[src/rtl/risc_mgmt_decode_arbiter.sv]
// Broadcasts decode-stage instructions to N_EXT extensions, picks the lowest-index
// enabled claimant and registers its decode fields into a valid/ready output stage.
module risc_mgmt_decode_arbiter #(
    parameter int N_EXT  = 4,
    parameter int SEL_W  = 5,
    parameter int INSN_W = 32,
    parameter int CNT_W  = 8,
    parameter int ID_W   = (N_EXT > 1) ? $clog2(N_EXT) : 1
) (
    input  logic                     CLK,
    input  logic                     RST,
    input  logic                     insn_valid,
    input  logic [INSN_W-1:0]        insn,
    output logic                     insn_ready,
    input  logic [N_EXT-1:0]         ext_enable,
    output logic [INSN_W-1:0]        ext_insn,
    input  logic [N_EXT-1:0]         ext_claim,
    input  logic [N_EXT-1:0]         ext_mem_to_reg,
    input  logic [N_EXT*SEL_W-1:0]   ext_rsel_s_0,
    input  logic [N_EXT*SEL_W-1:0]   ext_rsel_s_1,
    input  logic [N_EXT*SEL_W-1:0]   ext_rsel_d,
    output logic                     out_valid,
    input  logic                     out_ready,
    output logic                     out_claim,
    output logic [ID_W-1:0]          out_ext_id,
    output logic                     out_mem_to_reg,
    output logic [SEL_W-1:0]         out_rsel_s_0,
    output logic [SEL_W-1:0]         out_rsel_s_1,
    output logic [SEL_W-1:0]         out_rsel_d,
    output logic [INSN_W-1:0]        out_insn,
    output logic                     conflict,
    output logic [CNT_W-1:0]         conflict_count,
    input  logic                     clear_conflict
);

    localparam logic [N_EXT-1:0] EFF_ONE = N_EXT'(1);

    logic [N_EXT-1:0] eff;
    logic [SEL_W-1:0] rs0_arr [N_EXT];
    logic [SEL_W-1:0] rs1_arr [N_EXT];
    logic [SEL_W-1:0] rd_arr  [N_EXT];

    logic             accept;
    logic             multi_claim;
    logic             conflict_event;
    logic             win_found;
    logic [ID_W-1:0]  win_id;
    logic             win_m2r;
    logic [SEL_W-1:0] win_s0;
    logic [SEL_W-1:0] win_s1;
    logic [SEL_W-1:0] win_d;

    logic              out_valid_reg;
    logic              out_claim_reg;
    logic [ID_W-1:0]   out_ext_id_reg;
    logic              out_m2r_reg;
    logic [SEL_W-1:0]  out_s0_reg;
    logic [SEL_W-1:0]  out_s1_reg;
    logic [SEL_W-1:0]  out_d_reg;
    logic [INSN_W-1:0] out_insn_reg;
    logic              conflict_reg;
    logic [CNT_W-1:0]  conflict_count_reg;
    logic [CNT_W-1:0]  conflict_count_next;

    genvar gi;
    generate
        for (gi = 0; gi < N_EXT; gi++) begin : g_unpack
            assign rs0_arr[gi] = ext_rsel_s_0[gi*SEL_W +: SEL_W];
            assign rs1_arr[gi] = ext_rsel_s_1[gi*SEL_W +: SEL_W];
            assign rd_arr[gi]  = ext_rsel_d[gi*SEL_W +: SEL_W];
        end
    endgenerate

    assign ext_insn   = insn;
    assign insn_ready = !out_valid_reg || out_ready;
    assign accept     = insn_valid && insn_ready;
    assign eff        = ext_claim & ext_enable;

    // Clearing the lowest set bit leaves something only when two or more bits were set.
    assign multi_claim    = |(eff & (eff - EFF_ONE));
    assign conflict_event = accept && multi_claim;

    // Scanning downward lets the lowest-index claimant overwrite higher ones.
    always_comb begin
        win_found = 1'b0;
        win_id    = '0;
        win_m2r   = 1'b0;
        win_s0    = '0;
        win_s1    = '0;
        win_d     = '0;
        for (int i = N_EXT - 1; i >= 0; i--) begin
            if (eff[i]) begin
                win_found = 1'b1;
                win_id    = ID_W'(i);
                win_m2r   = ext_mem_to_reg[i];
                win_s0    = rs0_arr[i];
                win_s1    = rs1_arr[i];
                win_d     = rd_arr[i];
            end
        end
    end

    always_comb begin
        conflict_count_next = conflict_count_reg;
        if (clear_conflict) begin
            conflict_count_next = conflict_event ? CNT_W'(1) : '0;
        end else if (conflict_event && (conflict_count_reg != {CNT_W{1'b1}})) begin
            conflict_count_next = conflict_count_reg + CNT_W'(1);
        end
    end

    always_ff @(posedge CLK or posedge RST) begin
        if (RST) begin
            out_valid_reg      <= 1'b0;
            out_claim_reg      <= 1'b0;
            out_ext_id_reg     <= '0;
            out_m2r_reg        <= 1'b0;
            out_s0_reg         <= '0;
            out_s1_reg         <= '0;
            out_d_reg          <= '0;
            out_insn_reg       <= '0;
            conflict_reg       <= 1'b0;
            conflict_count_reg <= '0;
        end else begin
            if (accept) begin
                out_valid_reg  <= 1'b1;
                out_insn_reg   <= insn;
                out_claim_reg  <= win_found;
                out_ext_id_reg <= win_id;
                out_m2r_reg    <= win_m2r;
                out_s0_reg     <= win_s0;
                out_s1_reg     <= win_s1;
                out_d_reg      <= win_d;
            end else if (out_ready) begin
                out_valid_reg  <= 1'b0;
            end

            // A conflict in the same cycle as a clear survives as the first new event.
            if (clear_conflict) begin
                conflict_reg <= conflict_event;
            end else if (conflict_event) begin
                conflict_reg <= 1'b1;
            end
            conflict_count_reg <= conflict_count_next;
        end
    end

    assign out_valid      = out_valid_reg;
    assign out_claim      = out_claim_reg;
    assign out_ext_id     = out_ext_id_reg;
    assign out_mem_to_reg = out_m2r_reg;
    assign out_rsel_s_0   = out_s0_reg;
    assign out_rsel_s_1   = out_s1_reg;
    assign out_rsel_d     = out_d_reg;
    assign out_insn       = out_insn_reg;
    assign conflict       = conflict_reg;
    assign conflict_count = conflict_count_reg;

endmodule

[config.mk]
export PLATFORM = sky130hd
export DESIGN_NAME = risc_mgmt_decode_arbiter
export DESIGN_NICKNAME = d
export VERILOG_FILES = /design/src/rtl/risc_mgmt_decode_arbiter.sv
export SDC_FILE = /design/constraint.sdc
export NUM_CORES = 1
export LEC_CHECK = 0
export ABC_CLOCK_PERIOD_IN_PS = 5800
export CAP_MARGIN = 20
export CORE_MARGIN = 2
export CORE_UTILIZATION = 39
export CTS_BUF_LIST = sky130_fd_sc_hd__clkbuf_4 sky130_fd_sc_hd__clkbuf_8 sky130_fd_sc_hd__clkbuf_16
export DETAILED_ROUTE_END_ITERATION = 7
export PLACE_DENSITY = 0.89
export SETUP_SLACK_MARGIN = 0.2
export SLEW_MARGIN = 10
export SYNTH_ARGS = -nofsm -noshare
export SYNTH_HDL_FRONTEND = slang
export SYNTH_SLANG_ARGS = --single-unit
[constraint.sdc]
create_clock -name CLK -period 5.8 [get_ports CLK]
set_input_delay 1.45 -clock CLK [delete_from_list [all_inputs] [get_ports CLK]]
set_output_delay 1.45 -clock CLK [all_outputs]
set_load 0.02 [all_outputs]
# [Word-level counts from Yosys, hierarchy flattened]
# Index checks and enable logic that the tools add are counted.
[op_classes] eq_ne=1 div=0 n_addsub=2 n_lt_le_gt_ge=0 n_mul=0 bitwise=2 n_reduce_logical=9 n_shift=0 muxes=31
[op_table] op="$mux W5" n=12
[op_table] op="$mux W8" n=2
[op_table] op="$mux W1" n=13
[op_table] op="$add A8 B1 Y8 const B" n=1
[op_table] op="$and A4 B4 Y4" n=2
[op_table] op="$mux W2" n=4
[op_table] op="$ne A8 B8 Y1 const B" n=1
[op_table] op="$reduce_bool A2 Y1" n=3
[op_table] op="$reduce_or A4 Y1" n=1
[op_table] op="$sub A4 B1 Y4 const B" n=1
[op_table] op="$logic_and A1 B1 Y1" n=3
[op_table] op="$logic_not A1 Y1" n=1
[op_table] op="$logic_or A1 B1 Y1" n=1
[totals] latchBits=0 ram_bits=0 n_memories=0 out_inout_bits=94 mem_bits_ro=0 register_bits=61

# [Longest topological paths before layout]
[depth] depth_word=8 mapped_depth=7 depth_no_buf=5

# [Least setup slack after synthesis]
# OpenSTA, ideal clock, no wires.
[synth_path] path_kind="input to output" start="in out_ready" end="out insn_ready" arrival_ns=1.693 required_time_ns=4.350 path_buffers=0 stages=1 setup_slack_ns=2.657 cell_sequence="nand2b_1"
[synth_between] elab_chain_cells=1
[synth_rtl] element="from (decl)" line="23" rtl="input logic out_ready,"
[synth_rtl] element="$logic_or A1 B1 Y1" line="75" rtl="assign insn_ready = !out_valid_reg || out_ready;"
[synth_rtl] element="to (decl)" line="14" rtl="output logic insn_ready,"
# Every way passes these cells.

# [Worst setup path in the final report]
# Ends and elaborated chain as after synthesis.

==> results by group <==
Min path
  – Hold Crit Class: flip-flop to flip-flop
  – Hold_sp: out_insn[17]
  – Hold EP: out_insn[17]
  – Hold path depth: 2

Synthesis
  – Largest family of logic cells by synthesized area: simple AND/OR/NAND/NOR gates
  – Top cells by area, synth: dfrtp_1 (49%), nand2_1 (12%), buf_4 (8.2%)
  – Syn avg cell area: 8.794 um^2
  – Mapped Cells: 354
  – Synth area leader: dfrtp_1
  – Post-synthesis register bit count: 61
  – Share of the synthesized area in the top cell type: 49.04%
  – Compound-Gate Fraction of Synth Area: 18.25%
  – Fraction of synthesized cell area in xor and xnor cells: 0%
  – Post-synthesis cell area: 3113 um^2
  – Adder-Cell Fraction of Synth Area: 0.4019%
  – Simple-Gate Fraction of Synth Area: 20.34%
  – Syn_nets: 464
  – Synth warn: 0
  – Mux share of post-synthesis cell area: 0.3215%
  – Register area share after synthesis: 49.04%
  – Synth cell types: 32

Layout
  – Fin cells: 622
  – Fillers: 605
  – Final Net Count: 625
  – Layout cell share with drive strength beyond 1: 4.808%
  – Final Util: 66.87%
  – P&R area growth vs syn: 66.00%
  – Most common cell after layout, fill and taps aside: clkdlybuf4s50_1
  – Number of flip-flops in the largest register: 32
  – Commonest non-fill, non-tap cells in the layout: clkdlybuf4s50_1 (202), nand2_1 (102), dfrtp_1 (61), a21oi_1 (40), nor2_1 (18)
  – # diodes: 0
  – Final Cell Area: 5167 um^2

CTS
  – CTS Buf Count: 9
  – Clk_lat worst skew: 0.32 ns
  – Max clock buf depth: 2
  – CTS sink count: 61
  – Cts repair resizes: 0
  – CTS tree: built
  – Clock edge transition at the registers on the reported setup and hold paths: 0.06 ns
  – Post-CTS setup buffers: 0
  – H-tree Lvls: 3
  – Number of buffers inserted by hold repair at cts: 0
  – Clk root buf: clkbuf_8

STA
  – Final worst slack: 1.646 ns
  – RSZ-0062 raised after global routing: false
  – Headroom to the max-slew limit: 37.11%
  – Skew final: 0.009295 ns
  – Setup TNS: 0 ns
  – Final Hold Vio Count: 0
  – Crit share post-route: 71.61%
  – Fin. max-slew vios: 0
  – Min Tclk post-route: 4.154 ns
  – Worst-margin pin slew: 0.9401 ns
  – Setup violations, final: 0
  – Max Freq: 240.8 MHz

Setup path
  – Worst setup SP type: input port
  – CP Data Required Time: 4.35 ns
  – Flop-to-flop setup slack: 3.53 ns
  – CP max FO: 4
  – R2r worst-path depth: 6
  – Worst setup path startpoint: out_ready
  – FF-to-FF Start: out_valid
  – Crit path capture type: primary output
  – Critical path arrival: 2.70 ns
  – Kind of critical path: input port to primary output
  – Worst R2R End: conflict_count[4]

Pwr
  – Int Pwr: 0.9643 mW
  – Sequential share of power: 37.4%
  – Clock Power Share: 32.0%
  – Worst IR Drop VDD: 0.1543 mV
  – Net Sw Frac: 28.77%
  – Combinational Power Share: 30.6%
  – Lkg Pwr: 2.200 nW
  – Pwr Density: 262.0 nW/um^2
  – NetSw: 0.3895 mW

Detailed routing
  – Starting DRT DRC Count: 80
  – Routed length per instance: 15.35 um
  – Vias: 3195
  – DRT antenna net count: 0
  – DRC: 0
  – Drt total wl: 9547 um
  – First-pass DRT Iterations: 4
  – Via density: 5.137

Floorplan
  – Core area: 7727 um^2
  – Chip width: 93.34 um
  – FP Rows: 32
  – Starting Density: 40.28%
  – Die area: 8712 um^2
  – DIE HEIGHT: 93.34 um
  – IO Pins: 203

Place
  – Placed inst area: 4933 um^2
  – HPWL after DPL: 7132 um
  – Placer congestion estimate: 0.7903
  – Placement Setup Slack: 1.633 ns
  – # placed instances: 606
  – PortBufs: 202

Global route
  – Number of global-route vias before repair: 3098
  – Initial antenna violation count: 0
  – Largest net degree at the start of global routing: 62
  – GRT Residual Overflow: 0
  – GRT Overall Usage: 21.66%
  – First-pass GRT wire length: 14730 um

Status
  – Status: finished clean

Job
  – Max-cap check violation count: 0
==> synthesized netlist by cell type <==
cell type  instances
a21oi_1           40
a221o_1           16
a22oi_1            1
a41oi_1            1
and2_1             4
and3_1             1
and4_1             2
buf_1              1
buf_2              2
buf_4             34
buf_6              2
clkbuf_1          15
dfrtp_1           61
ha_1               1
inv_1              4
mux2i_1            1
nand2_1          103
nand2b_1           2
nand3_1            4
nand3b_1           1
nand4_1            3
nand4_2            1
nor2_1            18
nor2_2             1
o211ai_1          16
o211ai_2           1
o21ai_0            7
o21ai_1            3
o41ai_1            1
or3_1              5
or3_4              1
or4b_1             1
==> cells by family after synthesis <==
logic type	Yosys count
AOI/OAI and AO/OA	86
adders and majority gates	1
buffers and inverters	58
DFF	61
muxes	1
and+or+nand+nor	147
==> cell type report <==
cell class                 count  area, um^2  area share [%]
inverter                       4       15.01          0.2906
sequential                    61        1526           29.54
clock buffer                  13       166.4           3.220
multi-input combinational    235        1227           23.75
tap                          102       127.6           2.470
timing repair buffer         204        2037           39.42
clock inverter                 3       67.56           1.308
==> worst max-delay path, cell delays in order <==
cell	delay (ns)
clkdlybuf4s50_1	0.44
nand2b_1	0.18
clkdlybuf4s50_1	0.63
==> worst max path at each step <==
stage | cells after the start | end | slack [ns]
2_1_floorplan | 1 | insn_ready | 2.66
3_3_place_gp | 3 | insn_ready | 1.67
3_5_place_dp | 3 | insn_ready | 1.63
4_1_cts | 3 | insn_ready | 1.63
5_1_grt | 3 | insn_ready | 1.58
6_report | 3 | insn_ready | 1.65
==> power by group through the flow <==
stage,clock network [mW],registers [mW],logic [mW]
finish,0.433,0.506,0.415
global route,0.467,0.513,0.443
CTS,0.442,0.507,0.418
detailed placement,0,0.514,0.416
global placement,0,0.511,0.407
floorplan,0,0.577,0.132
==> metal layers <==
layer | GRT usage (%) | wire length, um | vias up
met5 | 0 | 0 | -
met4 | 9.314 | 253 | 0
met3 | 5.560 | 743 | 26
met2 | 39.39 | 5192 | 168
met1 | 23.68 | 3358 | 1493
li1 | - | - | 1508
==> metrics by stage <==
step           total power [mW]  hold slack (ns)
3_5_place_dp             0.9309           0.4613
6_report                  1.354           0.4746
5_1_grt                   1.423           0.4945
3_3_place_gp             0.9178           0.4572
4_1_cts                   1.366           0.4777
2_1_floorplan            0.7089           0.5872
Note: power is estimated with default switching activity, not from simulation.
